**src/rtl/instr_fetch.sv**
```systemverilog
// instr_fetch
//   Single-outstanding instruction fetch unit. Issues one memory read per
//   instruction, latches the returned word into IR and presents it, decoded
//   into fixed bit fields, until the downstream stage consumes it.
//   Redirects override any in-flight fetch. An unacknowledged request that
//   waits ACK_TIMEOUT cycles parks the unit in a sticky fault state that only
//   rst can leave.
//
// Ports
//   clk, rst              clock, synchronous active-high reset
//   imem_req / imem_addr  read request and address (address is always the PC)
//   imem_ack / imem_rdata read completion and returned instruction word
//   stall                 downstream hold of the presented instruction
//   branch_en / target    one-cycle redirect; target is forced word-aligned
//   valid, pc_out         presented instruction is live / its address
//   OP RS RT RD FUNCT IMM JADDR   combinational slices of IR
//   fault                 sticky memory-timeout flag
module instr_fetch #(
  parameter logic [31:0] RESET_PC    = 32'h0000_0000,
  parameter int          ACK_TIMEOUT = 15
) (
  input  logic        clk,
  input  logic        rst,
  output logic        imem_req,
  output logic [31:0] imem_addr,
  input  logic        imem_ack,
  input  logic [31:0] imem_rdata,
  input  logic        stall,
  input  logic        branch_en,
  input  logic [31:0] branch_target,
  output logic        valid,
  output logic [4:0]  OP,
  output logic [4:0]  RS,
  output logic [4:0]  RT,
  output logic [4:0]  RD,
  output logic [5:0]  FUNCT,
  output logic [15:0] IMM,
  output logic [26:0] JADDR,
  output logic [31:0] pc_out,
  output logic        fault
);

  localparam int CNT_W = $clog2(ACK_TIMEOUT + 1);
  // Value of the wait counter during the last cycle a request may go unanswered.
  localparam logic [CNT_W-1:0] WAIT_LAST = CNT_W'(ACK_TIMEOUT - 1);

  typedef enum logic [1:0] {IDLE, REQ, HOLD, ERROR} state_t;

  state_t            state, state_nxt;
  logic [31:0]       pc, pc_nxt;
  logic [31:0]       ir, ir_nxt;
  logic [31:0]       pc_out_nxt;
  logic              valid_nxt;
  logic              fault_nxt;
  logic [CNT_W-1:0]  wcnt, wcnt_nxt;

  always_ff @(posedge clk) begin
    if (rst) begin
      state  <= IDLE;
      pc     <= RESET_PC;
      ir     <= 32'h0;
      pc_out <= RESET_PC;
      valid  <= 1'b0;
      fault  <= 1'b0;
      wcnt   <= '0;
    end else begin
      state  <= state_nxt;
      pc     <= pc_nxt;
      ir     <= ir_nxt;
      pc_out <= pc_out_nxt;
      valid  <= valid_nxt;
      fault  <= fault_nxt;
      wcnt   <= wcnt_nxt;
    end
  end

  always_comb begin
    state_nxt  = state;
    pc_nxt     = pc;
    ir_nxt     = ir;
    pc_out_nxt = pc_out;
    valid_nxt  = valid;
    fault_nxt  = fault;
    wcnt_nxt   = wcnt;

    case (state)
      IDLE: state_nxt = REQ;
      REQ: begin
        if (imem_ack) begin
          ir_nxt     = imem_rdata;
          pc_out_nxt = pc;
          pc_nxt     = pc + 32'd4;   // wraps modulo 2^32 silently
          valid_nxt  = 1'b1;
          wcnt_nxt   = '0;
          state_nxt  = HOLD;
        end else if (wcnt == WAIT_LAST) begin
          state_nxt = ERROR;
          fault_nxt = 1'b1;
          valid_nxt = 1'b0;
        end else begin
          wcnt_nxt = wcnt + 1'b1;
        end
      end
      HOLD: begin
        if (!stall) begin
          valid_nxt = 1'b0;
          state_nxt = REQ;
        end
      end
      default: ;  // ERROR is absorbing until reset
    endcase

    // A redirect overrides both a coincident ack (word dropped, PC not
    // advanced) and a stall; it has no effect once faulted.
    if (branch_en && state != ERROR) begin
      pc_nxt    = {branch_target[31:2], 2'b00};
      ir_nxt    = ir;
      pc_out_nxt = pc_out;
      valid_nxt = 1'b0;
      wcnt_nxt  = '0;
      state_nxt = REQ;
    end
  end

  // Gated by rst so no request escapes while reset is asserted, even in the
  // cycle before the first reset edge lands.
  assign imem_req  = (state == REQ) && !rst;
  assign imem_addr = pc;

  assign OP    = ir[31:27];
  assign RS    = ir[26:22];
  assign RT    = ir[21:17];
  assign RD    = ir[16:12];
  assign FUNCT = ir[5:0];
  assign IMM   = ir[15:0];
  assign JADDR = ir[26:0];

endmodule

```
**config.mk**
```make
export PLATFORM = sky130hd
export DESIGN_NAME = instr_fetch
export DESIGN_NICKNAME = d
export VERILOG_FILES = /design/src/rtl/instr_fetch.sv
export SDC_FILE = /design/constraint.sdc
export NUM_CORES = 1
export LEC_CHECK = 0
export ABC_AREA = 1
export BUFFER_PORTS_ARGS = -buffer_cell sky130_fd_sc_hd__buf_2
export CAP_MARGIN = 20
export CELL_PAD_IN_SITES_DETAIL_PLACEMENT = 1
export CELL_PAD_IN_SITES_GLOBAL_PLACEMENT = 1
export CORE_MARGIN = 3
export CORE_UTILIZATION = 35
export DETAILED_ROUTE_END_ITERATION = 16
export PLACE_DENSITY = 0.93
export SLEW_MARGIN = 20
export SYNTH_ARGS = -nofsm -noshare
export SYNTH_HDL_FRONTEND = slang
export SYNTH_SLANG_ARGS = --single-unit
export TNS_END_PERCENT = 5
```
**constraint.sdc**
```tcl
create_clock -name clk -period 2.4 [get_ports clk]
set_input_delay 0.48 -clock clk [delete_from_list [all_inputs] [get_ports clk]]
set_output_delay 0.48 -clock clk [all_outputs]
set_load 0.005 [all_outputs]
```
== After elaboration in Yosys (flattened, before gate mapping) ==
Index checks and enable logic that the tools add are counted.

* Word-level logic and storage cells: 54
* Input bits: 69
* Bits in registers: 104

* Reductions and logical operators: 18
* Equality and inequality tests: 9
* Muxes and demuxes: 14
* $add $sub $neg: 2
* Bitwise operators: 2

{| class="wikitable"
|+ Operator list
! cell !! number
|-
| 32-bit 2-to-1 mux || 3
|-
| 32-bit by 3-bit adder with 32-bit output (second input constant) || 1
|-
| 3-bit AND reduction || 5
|-
| 4-bit 2-to-1 mux || 2
|-
| 2-bit 2-to-1 mux || 3
|-
| 2-bit inequality test (second input constant) || 3
|-
| 3-bit inequality test (second input constant) || 2
|-
| 2-bit case mux with 3 select lines || 1
|-
| 2-bit AND reduction || 3
|-
| 2-bit nonzero test || 3
|-
| 4-bit by 1-bit adder with 4-bit output (second input constant) || 1
|-
| 4-bit equality test (second input constant) || 1
|-
| 1-bit 2-to-1 mux || 4
|-
| 4-bit inequality test (second input constant) || 1
|-
| 4-bit nonzero test || 1
|-
| 3-bit nonzero test || 1
|-
| 2-bit by 1-bit equality test with 1-bit output (second input constant) || 1
|-
| 2-bit equality test (second input constant) || 1
|-
| 1-bit logical AND || 2
|-
| 2-bit zero test || 1
|-
| 1-bit inverter || 2
|-
| 1-bit case mux with 2 select lines || 1
|-
| 2-bit OR reduction || 1
|-
| 1-bit zero test || 1
|}

== Depth between registers and ports, before layout ==
* Depth in word-level cells: 5
* Mapped depth: 11
* Gate-level depth less buffers: 11

== Worst setup path before layout ==
No wires, ideal clock.

* Path type: input to output
* Start: input rst
* End: output imem_req
* Path slack: 0.822 ns
* Arrival: 1.098 ns
* Cell stages on the path: 3
* Path buffers: 2
* Cells stage by stage: clkbuf_1 buf_1 nor2_1

* Word-level cells in the longest chain between the ends: 2

{| class="wikitable"
|+ Ends and longest elaborated chain
! element !! RTL line !! text
|-
| from (decl) || 23 || <nowiki>input logic rst,</nowiki>
|-
| 1-bit zero test || 127 || <nowiki>assign imem_req = (state == REQ) && !rst;</nowiki>
|-
| 1-bit logical AND || 127 ||
|-
| to (decl) || 24 || <nowiki>output logic imem_req,</nowiki>
|}

Every way passes these cells.

== Worst setup path after layout ==
* Start: register state[0]
* End: register pc[12] (netlist: imem_addr[12])

* Word-level cells in the longest chain between the ends: 4
* Elaborated cells between the ends (all ways): 7
* Classes of those cells: eq/ne: 2; mux: 1; reduce/logical: 4

{| class="wikitable"
|+ Ends and longest elaborated chain
! element !! RTL line !! text
|-
| from (decl) || 49 || <nowiki>state_t state, state_nxt;</nowiki>
|-
| from (signal assigned) || 67 || <nowiki>state <= state_nxt;</nowiki>
|-
| 2-bit inequality test || 115 || <nowiki>if (branch_en && state != ERROR) begin</nowiki>
|-
| 1-bit logical AND || 115 ||
|-
| 2-bit nonzero test (no line) || - ||
|-
| 2-bit AND reduction (no line) || - ||
|-
| to (signal assigned) || 68 || <nowiki>pc <= pc_nxt;</nowiki>
|-
| to (decl) || 50 || <nowiki>logic [31:0] pc, pc_nxt;</nowiki>
|}

Several ways; a longest one is shown, not always the timed one.
A chain may end at the register's enable or synchronous reset.

==> flow_metrics.tcl <==
set metrics [dict create \
    ant_nets 0 \
    post-place-ws_ns 0.460 \
    grt_usage_pct 20.7 \
    p_total_mw 3.99 \
    drt_iter0_markers 323 \
    core_area_um2 13500 \
    gp_congestion 0.804 \
    syn_avg_cell_area_um2 6.91 \
    postCtsResizedCells 0 \
    cts.clk_slew.worst_paths_ns 0.07 \
    synthToLayoutAreaGrowth_pct 24.6 \
    synth_xor_area_share_pct 0.535 \
    cts_sinks 100 \
    syn_inst 711 \
    powerDensity_nw_per_um2 652 \
    first_global_vias 5092 \
    start_util_pct 36.4 \
    final_common_cell "buf_2" \
    fin_crit_sh_pct 77.9 \
    post_cts.repair.setup_buffers 0 \
    port_buffers 198 \
    hp-start "stall" \
    hold_class "in -> reg" \
    path_max_fanout 18 \
    instances_no_fill 1043 \
    start_kind "flip-flop" \
    grt_pass1_wl_mm 26.4 \
    drv_cap 0 \
    worst_r2r_endpoint "imem_addr[12]$_SDFFE_PP0P_" \
    r2r_start "state[0]$_SDFFE_PP0P_" \
    dieWidth_um 124 \
    crit_path_end_kind "flip-flop" \
    cts_root_buffer "clkbuf_16" \
    synthAdderAreaFrac_pct 0.764 \
    vias_per_cell 4.93 \
    die-area_um2 15500 \
    placed_cells 1027 \
    crit_arrival_ns 2.12 \
    synth.top_cell.area_share_pct 40.8 \
    grt-ovfl-total 0 \
    fin_nets 934 \
    max_freq_mhz 535 \
    worst_path_dominant_cell_family "simple AND/OR/NAND/NOR gates" \
    cts.path.max_buffers 2 \
    drtPass1Iterations 4 \
    power.leakage_nw 2.99 \
    crit_buf_inv 3 \
    crit_chain "inv_2, nor2_4, nand2_1, nand2_2, inv_2, o21ai_1, nand3_1, nand2_1, inv_1" \
    rows 42 \
    antenna_cells 0 \
    worst_pin_slew_ns 0.587 \
    antenna_found_initial 0 \
    yosysWarnings 0 \
    synthDistinctLibCells 37 \
    drv_slew 0 \
    drive_gt1_share_pct 28.1 \
    rr_worst_depth 9 \
    hold_depth 2 \
    worstPathRequired_ns 2.65 \
    numCtsBuffers 9 \
    synth_compound_area_share_pct 13.1 \
    num_vias 5141 \
    synth_top_family_by_area "simple AND/OR/NAND/NOR gates" \
    fin_util_pct 45.3 \
    final_cell_area_um2 6120 \
    synthSimpleGateAreaFrac_pct 30.5 \
    tns_ns 0 \
    clk_latency_ns 0.35 \
    cts_tree "done" \
    synth_top_area_cell "dfxtp_1" \
    fin_hold_ws_ns 0.352 \
    dp_hpwl_mm 12.2 \
    hold_viol 0 \
    min_period_ns 1.87 \
    cts_htree_levels 3 \
    status "finished clean" \
    synthMuxAreaShare_pct 0 \
    r2r_slack_ns 0.53 \
    rsz0062_at_grt "no" \
    max_stage_delay_ns 0.41 \
    cp_slowest_cell "dfxtp_1" \
    yosysSeqAreaShare_pct 40.8 \
    grt_max_degree 57 \
    setup_violations 0 \
    slew-limit-headroom_pct 60.8 \
    n_fill_cell 1828 \
    synthTopCellsByArea "dfxtp_1 (41%), nor2_1 (11%), nand2_1 (9.6%), buf_4 (7.3%), o21ai_0 (6.8%)" \
    placed_area_um2 5780 \
    die_h_um 124 \
    worstHoldEndpoint "state[0]$_SDFFE_PP0P_" \
    crit_type "reg -> reg" \
    drc_errors 0 \
    wl_per_cell_um 15.5 \
    layout_common_cells "buf_2 (198), nor2_1 (146), nand2_1 (125)" \
    ys_ff_latch 100 \
    ir_worst_vdd_mv 0.369 \
    routed_wl_mm 16.1 \
    syn_area_um2 4910 \
    clock_skew_ns 0.00745 \
    ios 205 \
    setup_ws_ns 0.529 \
    hold_buffers 0 \
]
==> cell usage after synthesis, drive strengths merged <==
master	count
nand3b	1
nor2	154
a21oi	22
a311oi	1
a211oi	8
inv	64
o21ai	72
nand4	8
clkbuf	12
nor3b	1
ha	3
dfxtp	100
or2	1
nor3	11
nand3	47
a31oi	8
and3	1
a22oi	2
buf	59
a221oi	1
xnor2	1
o211ai	2
conb	1
xor2	2
a41oi	1
nand2	128
==> sequential cells by signal (all words and copies together), names as in the netlist <==
name / cells
ir: 32
imem_addr: 30
valid: 1
state: 2
pc_out: 30
wcnt: 4
fault: 1
==> worst max-delay path by stage <==
stage	startpoint	end	cells past startpoint
final	state[0]$_SDFFE_PP0P_	imem_addr[12]$_SDFFE_PP0P_	9
after global routing	state[0]$_SDFFE_PP0P_	imem_addr[10]$_SDFFE_PP0P_	9
after CTS	state[0]$_SDFFE_PP0P_	ir[4]$_SDFFE_PP0P_	8
after detailed placement	branch_en	ir[4]$_SDFFE_PP0P_	8
after global placement	branch_en	ir[2]$_SDFFE_PP0P_	8
after floorplan	rst	imem_req	3
==> power by group <==
| part | total [mW] | internal [mW] | switching (mW) |
|---|---|---|---|
| Clock | 1.65 | 0.955 | 0.692 |
| Sequential | 1.83 | 1.75 | 0.0828 |
| Combinational | 0.515 | 0.217 | 0.298 |
| Total | 3.99 | 2.92 | 1.07 |
==> routing by layer <==
metal | routed length (um) | GRT usage (%) | up-vias
met4 | 167 | 6.06 | 0
li1 | - | - | 2554
met2 | 7860 | 35.5 | 150
met1 | 7280 | 26.2 | 2424
met3 | 830 | 4.25 | 13
met5 | 0 | 0 | -
==> logic make-up (layout without fill, tap and decap cells) <==
group	Yosys count	in the layout
other	1	4
AO/OA/AOI/OAI	117	117
AND/OR/NAND/NOR	352	352
flip-flops	100	100
XOR/XNOR	3	3
buffers and inverters	135	288
adder cells (fa/ha/maj)	3	3
==> layout make-up <==
cell class                      count  area (um2)  share of cell area, %
Clock buffer                       10         239                   3.91
Sequential cell                   100        2000                   32.7
Tap cell                          176         220                   3.60
Multi-Input combinational cell    479        2220                   36.3
Clock inverter                      6        95.1                   1.55
Timing Repair Buffer              208        1100                   18.0
Inverter                           64         240                   3.93
Note: power is estimated with default switching activity, not from simulation.
